--- config.mk ---
export PLATFORM = sky130hd
export DESIGN_NAME = alu_seq_unit
export DESIGN_NICKNAME = d
export VERILOG_FILES = /design/src/rtl/alu_seq_unit.sv
export SDC_FILE = /design/constraint.sdc
export NUM_CORES = 1
export LEC_CHECK = 0
export ABC_AREA = 1
export BUFFER_PORTS_ARGS = -buffer_cell sky130_fd_sc_hd__buf_4
export CAP_MARGIN = 5
export CORE_ASPECT_RATIO = 1.2
export CORE_UTILIZATION = 55
export DETAILED_ROUTE_END_ITERATION = 6
export GPL_TIMING_DRIVEN = 0
export MAX_ROUTING_LAYER = met4
export PLACE_DENSITY = 0.74
export SLEW_MARGIN = 20
export SYNTH_ARGS = -nofsm -noshare
export SYNTH_HDL_FRONTEND = slang
export SYNTH_SLANG_ARGS = --single-unit
--- constraint.sdc ---
create_clock -name clk -period 2.39 [get_ports clk]
set_clock_uncertainty 0.2 [all_clocks]
set_input_delay 0.478 -clock clk [delete_from_list [all_inputs] [get_ports clk]]
set_output_delay 0.478 -clock clk [all_outputs]
set_load 0.05 [all_outputs]
--- src/rtl/alu_seq_unit.sv ---
// rtl/alu_seq_unit.sv - registered multi-cycle ALU for the AC/DR/E datapath
module alu_seq_unit #(
    parameter int WIDTH = 16,
    parameter int INW   = 8,
    parameter int SHW   = 4
) (
    input  logic             clk,
    input  logic             reset,
    input  logic             start,
    input  logic [3:0]       alu_code,
    input  logic [WIDTH-1:0] ac_outdata,
    input  logic [WIDTH-1:0] dr_outdata,
    input  logic             e_outdata,
    input  logic [INW-1:0]   inpr_outdata,
    output logic             busy,
    output logic             done,
    output logic [WIDTH-1:0] alu_outdata,
    output logic             e_indata,
    output logic             ac_ld,
    output logic             ff_en
);

    typedef enum logic [1:0] {S_IDLE, S_EXEC, S_DONE} state_t;

    localparam int CW = $clog2(WIDTH + 1) + 1;

    localparam logic [3:0] OP_CLA  = 4'b0000;
    localparam logic [3:0] OP_AND  = 4'b0001;
    localparam logic [3:0] OP_ADD  = 4'b0010;
    localparam logic [3:0] OP_LDA  = 4'b0011;
    localparam logic [3:0] OP_MUL  = 4'b0100;
    localparam logic [3:0] OP_SUB  = 4'b0101;
    localparam logic [3:0] OP_CMA  = 4'b1001;
    localparam logic [3:0] OP_CME  = 4'b1010;
    localparam logic [3:0] OP_CIR  = 4'b1011;
    localparam logic [3:0] OP_CIL  = 4'b1100;
    localparam logic [3:0] OP_INP  = 4'b1101;
    localparam logic [3:0] OP_CIRN = 4'b1110;
    localparam logic [3:0] OP_CILN = 4'b1111;

    localparam logic [WIDTH-1:0] INP_MASK = (WIDTH'(1) << INW) - WIDTH'(1);

    state_t             state_q, state_d;
    logic [3:0]         code_q;
    logic [WIDTH-1:0]   ac_q, dr_q;
    logic               e_q;
    logic [INW-1:0]     inpr_q;
    logic [CW-1:0]      cnt_q, steps_q, steps_start;
    logic [2*WIDTH-1:0] prod_q, prod_step;
    logic [WIDTH-1:0]   ac_step;
    logic               e_step;
    logic [WIDTH:0]     hi_sum;
    logic               wr_ac, wr_e;
    logic               rot_zero, last_step;

    assign busy      = (state_q != S_IDLE);
    assign last_step = (cnt_q == steps_q);
    assign rot_zero  = (dr_q[SHW-1:0] == '0);

    // Number of EXEC step cycles; a zero-length rotate still spends one cycle.
    always_comb begin
        steps_start = CW'(1);
        if (alu_code == OP_MUL) begin
            steps_start = CW'(WIDTH);
        end else if ((alu_code == OP_CIRN || alu_code == OP_CILN) && dr_outdata[SHW-1:0] != '0) begin
            steps_start = CW'(dr_outdata[SHW-1:0]);
        end
    end

    always_comb begin
        state_d = state_q;
        case (state_q)
            S_IDLE:  if (start) state_d = S_EXEC;
            S_EXEC:  if (last_step) state_d = S_DONE;
            S_DONE:  state_d = S_IDLE;
            default: state_d = S_IDLE;
        endcase
    end

    // One step of the latched operation; the working AC/E registers are updated in place.
    always_comb begin
        ac_step   = ac_q;
        e_step    = e_q;
        prod_step = prod_q;
        hi_sum    = {1'b0, prod_q[2*WIDTH-1:WIDTH]} + (prod_q[0] ? {1'b0, ac_q} : '0);
        case (code_q)
            OP_CLA:  ac_step = '0;
            OP_AND:  ac_step = ac_q & dr_q;
            OP_ADD:  {e_step, ac_step} = {1'b0, ac_q} + {1'b0, dr_q};
            OP_LDA:  ac_step = dr_q;
            OP_SUB:  {e_step, ac_step} = {1'b0, ac_q} + {1'b0, ~dr_q} + (WIDTH+1)'(1);
            OP_CMA:  ac_step = ~ac_q;
            OP_CME:  e_step = ~e_q;
            OP_CIR:  {ac_step, e_step} = {e_q, ac_q};
            OP_CIL:  {e_step, ac_step} = {ac_q, e_q};
            OP_INP:  ac_step = (ac_q & ~INP_MASK) | WIDTH'(inpr_q);
            OP_MUL:  prod_step = {hi_sum, prod_q[WIDTH-1:1]};
            OP_CIRN: if (!rot_zero) {ac_step, e_step} = {e_q, ac_q};
            OP_CILN: if (!rot_zero) {e_step, ac_step} = {ac_q, e_q};
            default: ;
        endcase
    end

    always_comb begin
        wr_ac = 1'b0;
        wr_e  = 1'b0;
        case (code_q)
            OP_CLA, OP_AND, OP_LDA, OP_CMA, OP_INP: wr_ac = 1'b1;
            OP_ADD, OP_SUB, OP_CIR, OP_CIL, OP_MUL, OP_CIRN, OP_CILN: begin
                wr_ac = 1'b1;
                wr_e  = 1'b1;
            end
            OP_CME:  wr_e = 1'b1;
            default: ;
        endcase
    end

    always_ff @(posedge clk) begin
        if (reset) begin
            state_q     <= S_IDLE;
            code_q      <= '0;
            ac_q        <= '0;
            dr_q        <= '0;
            e_q         <= 1'b0;
            inpr_q      <= '0;
            cnt_q       <= '0;
            steps_q     <= '0;
            prod_q      <= '0;
            done        <= 1'b0;
            ac_ld       <= 1'b0;
            ff_en       <= 1'b0;
            alu_outdata <= '0;
            e_indata    <= 1'b0;
        end else begin
            state_q <= state_d;
            done    <= 1'b0;
            ac_ld   <= 1'b0;
            ff_en   <= 1'b0;
            case (state_q)
                S_IDLE: begin
                    if (start) begin
                        code_q  <= alu_code;
                        ac_q    <= ac_outdata;
                        dr_q    <= dr_outdata;
                        e_q     <= e_outdata;
                        inpr_q  <= inpr_outdata;
                        cnt_q   <= '0;
                        steps_q <= steps_start;
                        prod_q  <= {{WIDTH{1'b0}}, dr_outdata};
                    end
                end
                S_EXEC: begin
                    if (last_step) begin
                        done  <= 1'b1;
                        ac_ld <= wr_ac;
                        ff_en <= wr_e;
                        if (wr_ac) alu_outdata <= (code_q == OP_MUL) ? prod_q[WIDTH-1:0] : ac_q;
                        if (wr_e)  e_indata    <= (code_q == OP_MUL) ? |prod_q[2*WIDTH-1:WIDTH] : e_q;
                    end else begin
                        ac_q   <= ac_step;
                        e_q    <= e_step;
                        prod_q <= prod_step;
                        cnt_q  <= cnt_q + CW'(1);
                    end
                end
                default: ;
            endcase
        end
    end

endmodule

# Yosys cells after proc, flatten, opt, wreduce, memory -nomap -nowiden

Cells that the tools add are included.

Register bits: 111
Input port bits: 48
Output and inout bits: 21
Logic and storage cells: 102

Equality and inequality tests: 25
Reduce and logical (&&, ||, !) cells: 21
$add $sub $neg: 5
Bitwise gates (word level): 7
Multiplexer cells: 30

Operators by type and width:

| operator                                                                  | count |
|---|---|
| 16-bit one-hot mux with 11 select lines                                   | 1 |
| 16-bit 2-to-1 mux                                                         | 6 |
| 32-bit 2-to-1 mux                                                         | 3 |
| 32-bit one-hot mux with 2 select lines                                    | 1 |
| 16-bit by 16-bit adder with 17-bit output                                 | 3 |
| 4-bit equality test (second input constant)                               | 9 |
| 16-bit inverter                                                           | 2 |
| 16-bit one-hot mux with 2 select lines                                    | 1 |
| 6-bit 2-to-1 mux                                                          | 3 |
| 17-bit by 1-bit adder with 17-bit output (second input constant)          | 1 |
| 16-bit AND                                                                | 1 |
| 16-bit by 8-bit bitwise OR with 16-bit output                             | 1 |
| 16-bit OR reduction                                                       | 1 |
| 4-bit by 3-bit equality test with 1-bit output (second input constant)    | 3 |
| 12-bit by 1-bit inequality test with 1-bit output (second input constant) | 1 |
| 6-bit one-hot mux with 2 select lines                                     | 1 |
| 6-bit AND reduction                                                       | 2 |
| 12-bit OR reduction                                                       | 1 |
| 3-bit AND reduction                                                       | 3 |
| 4-bit by 2-bit equality test with 1-bit output (second input constant)    | 2 |
| 4-bit logical NOT                                                         | 2 |
| 1-bit 2-to-1 mux                                                          | 8 |
| 2-bit inequality test (second input constant)                             | 4 |
| 8-bit by 1-bit inequality test with 1-bit output (second input constant)  | 1 |
| 21 further kinds                                                          | 27 |

# Logic depth before layout (Yosys ltp)

Gate-level depths: netlist (run 1).

Depth in word-level cells: 6
Mapped depth: 15
Gate-level depth less buffers: 14

# Least setup slack after synthesis (run 1)

No wires, ideal clock.

Path type: flip-flop to flip-flop
Start point: register prod_q[0]
End point: register prod_q[29]
Setup time: 0.132 ns
Clock period less this slack: 2.628 ns
Required time: 2.058 ns
Setup slack: -0.238 ns
Arrival time: 2.295 ns
Path buffers: 2
Cell stages (with the launch flop): 16
Path through: dfxtp_1 > clkbuf_1 > clkbuf_1 > nand2_1 > inv_1 > ha_1 > inv_1 > fa_1 > o21ai_0 > nand2_1 > nand2_1 > nand3_1 > nand2_1 > nand2_1 > nand3_1 > a21oi_1

Word-level cells in the longest chain between the ends: 5

RTL lines:

| what                                      | RTL line | source |
|---|---|---|
| start: declaration                        | 49       | `logic [2*WIDTH-1:0] prod_q, prod_step;` |
| start signal: assignment                  | 149      | `prod_q <= {{WIDTH{1'b0}}, dr_outdata};` |
| start signal: assignment                  | 162      | `prod_q <= prod_step;` |
| 16-bit 2-to-1 mux                         | 85       | `hi_sum = {1'b0, prod_q[2*WIDTH-1:WIDTH]} + (prod_q[0] ? {1'b0, ac_q} : '0);` |
| 16-bit by 16-bit adder with 17-bit output | 85       |  |
| 32-bit 2-to-1 mux                         | 86       | `case (code_q)` |
| 32-bit 2-to-1 mux                         | 153      | `if (last_step) begin` |
| 32-bit one-hot mux with 2 select lines    | 139      | `case (state_q)` |

No other way between the ends. The select of a mux whose other input is x is not followed.
A chain may end at the register's enable or synchronous reset.

# Worst setup path in the final report (run 1)

Start point: register dr_q[3]
End point: register ac_q[4]

Word-level cells in the longest chain between the ends: 6
Elaborated cells on any way between the ends: 11
Those cells by class: add/sub (3); eq/ne (2); mux (3); bitwise (1); reduce/logical (2)

RTL lines:

| what                                      | RTL line | source |
|---|---|---|
| start: declaration                        | 45       | `logic [WIDTH-1:0] ac_q, dr_q;` |
| start signal: assignment                  | 144      | `dr_q <= dr_outdata;` |
| 16-bit inverter                           | 91       | `OP_SUB: {e_step, ac_step} = {1'b0, ac_q} + {1'b0, ~dr_q} + (WIDTH+1)'(1);` |
| 16-bit by 16-bit adder with 17-bit output | 91       |  |
| 17-bit by 1-bit adder with 17-bit output  | 91       |  |
| 16-bit one-hot mux with 11 select lines   | 86       |  |
| 16-bit 2-to-1 mux                         | 153      |  |
| 16-bit one-hot mux with 2 select lines    | 139      |  |
| end signal: assignment                    | 143      | `ac_q <= ac_outdata;` |
| end signal: assignment                    | 160      | `ac_q <= ac_step;` |
| end: declaration                          | 45       |  |

Parallel ways exist; a longest one is shown, timed or not. The select of a mux whose other input is x is not followed.

==> flow_summary.ini, run 1 <==
[status]
outcome = finished, violations left
violations = DRC

[setup_path]
cp_top_family = buffers and inverters
path_cells = inv_1, ha_1, clkbuf_4, nand2_1, nand2_1, inv_1, o21ai_4, buf_4, xor2_1, o211ai_1, nand2_1, a21oi_1
crit_top_cell = nand2_1
worstPathBufferInverterCount = 4
worstSetupPathType = flop to flop
critical_path_required_ns = 2.47
arrival_ns = 2.45
critPathLaunchType = flop
cp-end-kind = flop
critPathMaxFanout = 9
slowest_delay_ns = 0.37
cp_slowest_cell = dfxtp_4

[route]
drc = 1
viasPerCell = 5.71
finalWirelength_um = 28700
drtAntennaViolNets = 0
num_vias = 9485
dr.first_iter.drc_count = 854
drtPass1Iterations = 7
wire_per_inst_um = 17.3

[grt]
grt_pass1_wl_um = 44200
antenna_found_initial = 1
overflow = 0
grt_use_total = 0.378
grt_max_degree = 21
grt_pass1_vias = 8891

[floorplan]
io_pins = 69
die_height_um = 137
num_rows = 48
coreArea_um2 = 14600
die_w_um = 114
initial_core_util = 0.569
dieArea_um2 = 15600

[sta]
tightest_slew_ns = 0.808
min_period_ns = 2.37
final_max_slew_viol_count = 0
slew_headroom = 0.462
rsz0062_at_grt = true
fmax_ghz = 0.422
setup_tns_ns = 0
period_share = 0.992
hold_violations = 0
setup_viol = 0

[place]
place_hpwl_um = 22600
io_buffers = 67
gp_congestion = 0.977
post_dp_cell_area_um2 = 9060

[final_layout]
fin_area_um2 = 9950
drive_gt1_frac = 0.178
final_cell_mix = nand2_1, inv_1, nor2_1, o21ai_0, a21oi_1
mostFrequentLayoutCell = nand2_1
post-route-util = 0.682
nNetsFinal = 1557
synthToLayoutAreaGrowth_pct = 19.8

[synth]
synth_ff_type = dfxtp_1
yosysUniqueCellTypes = 48
synth_edf_count = 0
synth_top_cell_area_share = 0.265
yosysSeqAreaShare = 0.265
yosysWarnings = 0
synth_fp_nets = 1473
synth_area_um2 = 8300
synth_seq_cells = 110
syn_inst = 1372
synthArstFlopShare = 0
synth_top_area_cell = dfxtp_1
synthTopCellsByArea = dfxtp_1, nand2_1, ha_1
syn_area_per_cell_um2 = 6.05

[clock_tree]
postCtsHoldBufs = 0
clk_latency_ns = 0.35
clock-sinks = 110
ctsLongestPathBuffers = 2
root_buffer = clkbuf_16
cts_tree = yes
ctsHtreeMaxLevel = 3
clkTransAtPathRegs_ns = 0.08
cts_buffers = 9

[power]
p_per_area_nw_per_um2 = 652
irDropWorstVdd_mv = 0.414
power.leakage_nw = 4.67
finalPower_mw = 6.49

[worst_hold_path]
hp-class = primary input to flop

[run]
drv_cap = 0
logic make-up (layout without fill, tap and decap cells):
kind of cell | after synthesis | count (layout) | synth area share
AND/OR/NAND/NOR | 650 | 650 | 0.327
AO/OA/AOI/OAI | 318 | 318 | 0.206
buffers and inverters | 233 | 322 | 0.110
flip-flops | 110 | 110 | 0.265
adder cells (fa/ha/maj) | 53 | 53 | 0.0826
XOR/XNOR | 7 | 7 | 0.00738
multiplexers | 1 | 1 | 0.00136
other | 0 | 1 | 0
final cells by class:
type	instances	area, um^2
buffer	50	270
timing repair buffer	80	601
inverter	176	663
multi-input combinational	1029	5600
sequential	110	2240
tap	200	250
antenna	1	2.50
fill	1399	4640
clock inverter	6	83.8
clock buffer	10	239
cell usage after synthesis (19+ instances only):
cell and instances:
clkbuf_1 39, inv_1 166, nand3_1 86, o21ai_0 123
nand2_1 370, o22ai_1 19, ha_1 50, nor2_1 132
nor3_1 21, dfxtp_1 110, a21oi_1 116
where the power goes:
part           switching [mW]  internal (mW)
clock network           0.743          0.871
logic                    1.73          0.874
registers               0.244           2.03
total                    2.71           3.78
registers in the layout, summed over array words and instances (netlist names), 2 cells and up:
signal / flops
prod_q: 32
state_q: 2
steps_q: 5
dr_q: 16
cnt_q: 6
inpr_q: 8
ac_q: 16
code_q: 4
alu_outdata: 16
worst paths after layout:
path / start / end / slack (ns) / cells past startpoint
max reg2reg: dr_q[3] / ac_q[4] / 0.02 / 12
min: inpr_outdata[2] / inpr_q[2] / 0.17 / 3
min reg2reg: inpr_q[7] / inpr_q[7] / 0.28 / 2
max: dr_q[3] / ac_q[4] / 0.02 / 12
tightest hold or removal path: cells and delay by family:
family | cells | cell delay (ns)
AO/OA/AOI/OAI | 1 | 0.07
buffers and inverters | 1 | 0.07
AND/OR/NAND/NOR | 1 | 0.08
routing by layer:
layer | GRT usage | vias up | part of all wire
li1 | - | 4673 | -
met1 | 0.421 | 4329 | 0.40
met2 | 0.659 | 375 | 0.49
met3 | 0.0385 | 108 | 0.050
met4 | 0.219 | 0 | 0.057
met5 | - | - | 0
timing repair:
| item | CTS | global route |
|---|---|---|
| pin swaps | 4 | 21 |
| cloned | 1 | 0 |
| setup endpoints to repair | 27 | 23 |
| gates resized for setup | 42 | 106 |
| buffers inserted | 3 | 9 |
metrics by stage:
step                hold WS [ns]  instances  setup WS (ns)
floorplan                  0.230       1372         0.0858
global placement           0.262       1639         -0.459
detailed placement         0.264       1639         -0.437
CTS                        0.173       1654        0.00236
global route               0.194       1662        -0.0525
finish                     0.173       1662         0.0184
(Power assumes the default switching activity.)
==> inputs of run 2 (changes only) <==
Settings changed: CORE_UTILIZATION 55 to 49, PLACE_DENSITY 0.74 to 0.67.
==> run 2 against run 1 <==
Effect of this change:
- fmax increased by 1.4%
- largest cell class unchanged
- wire length increased by 4.7%
- via count decreased by 0.97%
- combinational power about the same
- the flow now finishes without violations
- clock-buffer cell count decreased by 1
- setup slack improved by 0.033 ns
- critical path type unchanged
- core utilization decreased by 7.3 points
==> flow_summary.ini, run 2 (synthesis results as in run 1) <==
[status]
outcome = finished clean

[power]
internal_power_mw = 3.83
power_frac_seq = 0.348
combPwrFrac = 0.399
p_per_area_nw_per_um2 = 656
p_sw_mw = 2.71
irDropWorstVdd_mv = 0.482
pwr-share-clk = 0.252
power.leakage_nw = 4.64
sw_frac_of_total = 0.415

[setup_path]
endpoint = prod_q[29]
slowest_delay_ns = 0.37
critPathLaunchType = flop
path_depth = 15
worstSetupStartpoint = prod_q[0]
worstSetupPathType = flop to flop
reg2reg_to = prod_q[29]
cp_slowest_cell = dfxtp_2
arrival_ns = 2.36
critPathMaxFanout = 7
path_cells = buf_8, clkbuf_16, nand2_4, inv_4, ha_4, inv_4, fa_2, o21ai_4, nand2_1, nand2_2, nand3_2, nand2_1, nand2_1, nand3_2, a21oi_2
crit_top_cell = nand2_1
cp_top_family = simple AND/OR/NAND/NOR gates
r2r_cells = 15
rrSetupSlack_ns = 0.05
worstPathBufferInverterCount = 4
critical_path_required_ns = 2.41
r2r_start = prod_q[0]
cp-end-kind = flop

[route]
drtAntennaViolNets = 0
viasPerCell = 5.62
num_vias = 9393
dr.first_iter.drc_count = 607
wire_per_inst_um = 18.0
finalWirelength_um = 30000
drc = 0
drtPass1Iterations = 6

[place]
place_hpwl_um = 23800
gp_congestion = 0.999
pre_cts_slack_ns = -0.443
placed_cells = 1651
io_buffers = 67

[sta]
final_max_slew_viol_count = 0
fin_ws_ns = 0.0519
worst_hold_slack_ns = 0.167
setup_viol = 0
rsz0062_at_grt = true
slew_headroom = 0.494
fmax_ghz = 0.428
period_share = 0.978
min_period_ns = 2.34
hold_violations = 0
tightest_slew_ns = 0.759

[grt]
grt_pass1_vias = 9068
grt_use_total = 0.358
grt_pass1_wl_um = 46400
overflow = 0
grt_max_degree = 19
antenna_found_initial = 0

[clock_tree]
cts_tree = yes
postCtsHoldBufs = 0
clkTransAtPathRegs_ns = 0.08
clock-sinks = 110
cts_buffers = 9
clk_latency_ns = 0.36
ctsLongestPathBuffers = 2
ctsHtreeMaxLevel = 3
root_buffer = clkbuf_16

[final_layout]
final_cell_mix = nand2_1, inv_1, nor2_1, o21ai_0, a21oi_1
layout.cells.non_filler = 1670
top_register = prod_q
post-route-util = 0.608
nNetsFinal = 1555
n_antenna_cell = 0
drive_gt1_frac = 0.179
synthToLayoutAreaGrowth_pct = 20.1
mostFrequentLayoutCell = nand2_1
largest_register_ffs = 32

[floorplan]
die_w_um = 121
die_height_um = 145
initial_core_util = 0.506
num_rows = 51
io_pins = 69
dieArea_um2 = 17500
coreArea_um2 = 16400

[worst_hold_path]
hp-class = primary input to flop
min_from = inpr_outdata[2]

[run]
drv_cap = 0
[run 2: cell count changes in the layout (fill, tap and decap cells not counted), sizes merged]
cell,previous run,this run
inv,179,176
buf,97,95
bufinv,1,2
clkbuf,43,42
clkinv,2,3
clkinvlp,0,1
diode,1,0
[run 2: worst min-delay path by stage]
stage / end / cells after the start
after floorplan: inpr_q[7] / 2
after global placement: inpr_q[4] / 2
after detailed placement: inpr_q[4] / 2
after CTS: inpr_q[2] / 3
after global routing: inpr_q[0] / 3
final: inpr_q[2] / 3
[run 2: timing repair]
action | CTS | global route
endpoints found under the setup margin | 27 | 25
gates resized for setup | 50 | 108
cloned | 1 | 0
buffers inserted | 3 | 7
pin swaps | 8 | 27
[run 2: stage by stage]
| step | power [mW] | cell area [um^2] | TNS [ns] |
|---|---|---|---|
| 2_1_floorplan | 3.88 | 8310 | 0 |
| 3_3_place_gp | 4.61 | 9080 | -4.18 |
| 3_5_place_dp | 4.64 | 9080 | -4.89 |
| 4_1_cts | 6.34 | 9560 | 0 |
| 5_1_grt | 6.92 | 9980 | -0.401 |
| 6_report | 6.54 | 9980 | 0 |
[run 2: power by group through the flow]
stage | Sequential (mW) | Clock, mW | Combinational [mW]
floorplan | 2.31 | 0 | 1.56
global placement | 2.29 | 0 | 2.33
detailed placement | 2.29 | 0 | 2.35
CTS | 2.26 | 1.65 | 2.42
global route | 2.30 | 1.73 | 2.88
finish | 2.28 | 1.65 | 2.61
[run 2: routing by layer]
layer	track usage	routed length (um)
met5	-	0
met2	0.635	15100
met1	0.398	12100
met4	0.185	1640
met3	0.0331	1270
[run 2: cell type report]
type                            count  area (um^2)
Clock inverter                      6         96.3
Timing Repair Buffer               78          586
Sequential cell                   110         2240
Inverter                          176          668
Tap cell                          212          265
Fill cell                        1685         6420
Multi-Input combinational cell   1029         5620
Clock buffer                        9          225
Buffer                             50          270
[run 2: tightest hold or removal path, stage by stage]
cell and delay [ns]:
buf_4 0.07, o21ai_0 0.07, nor2_1 0.08
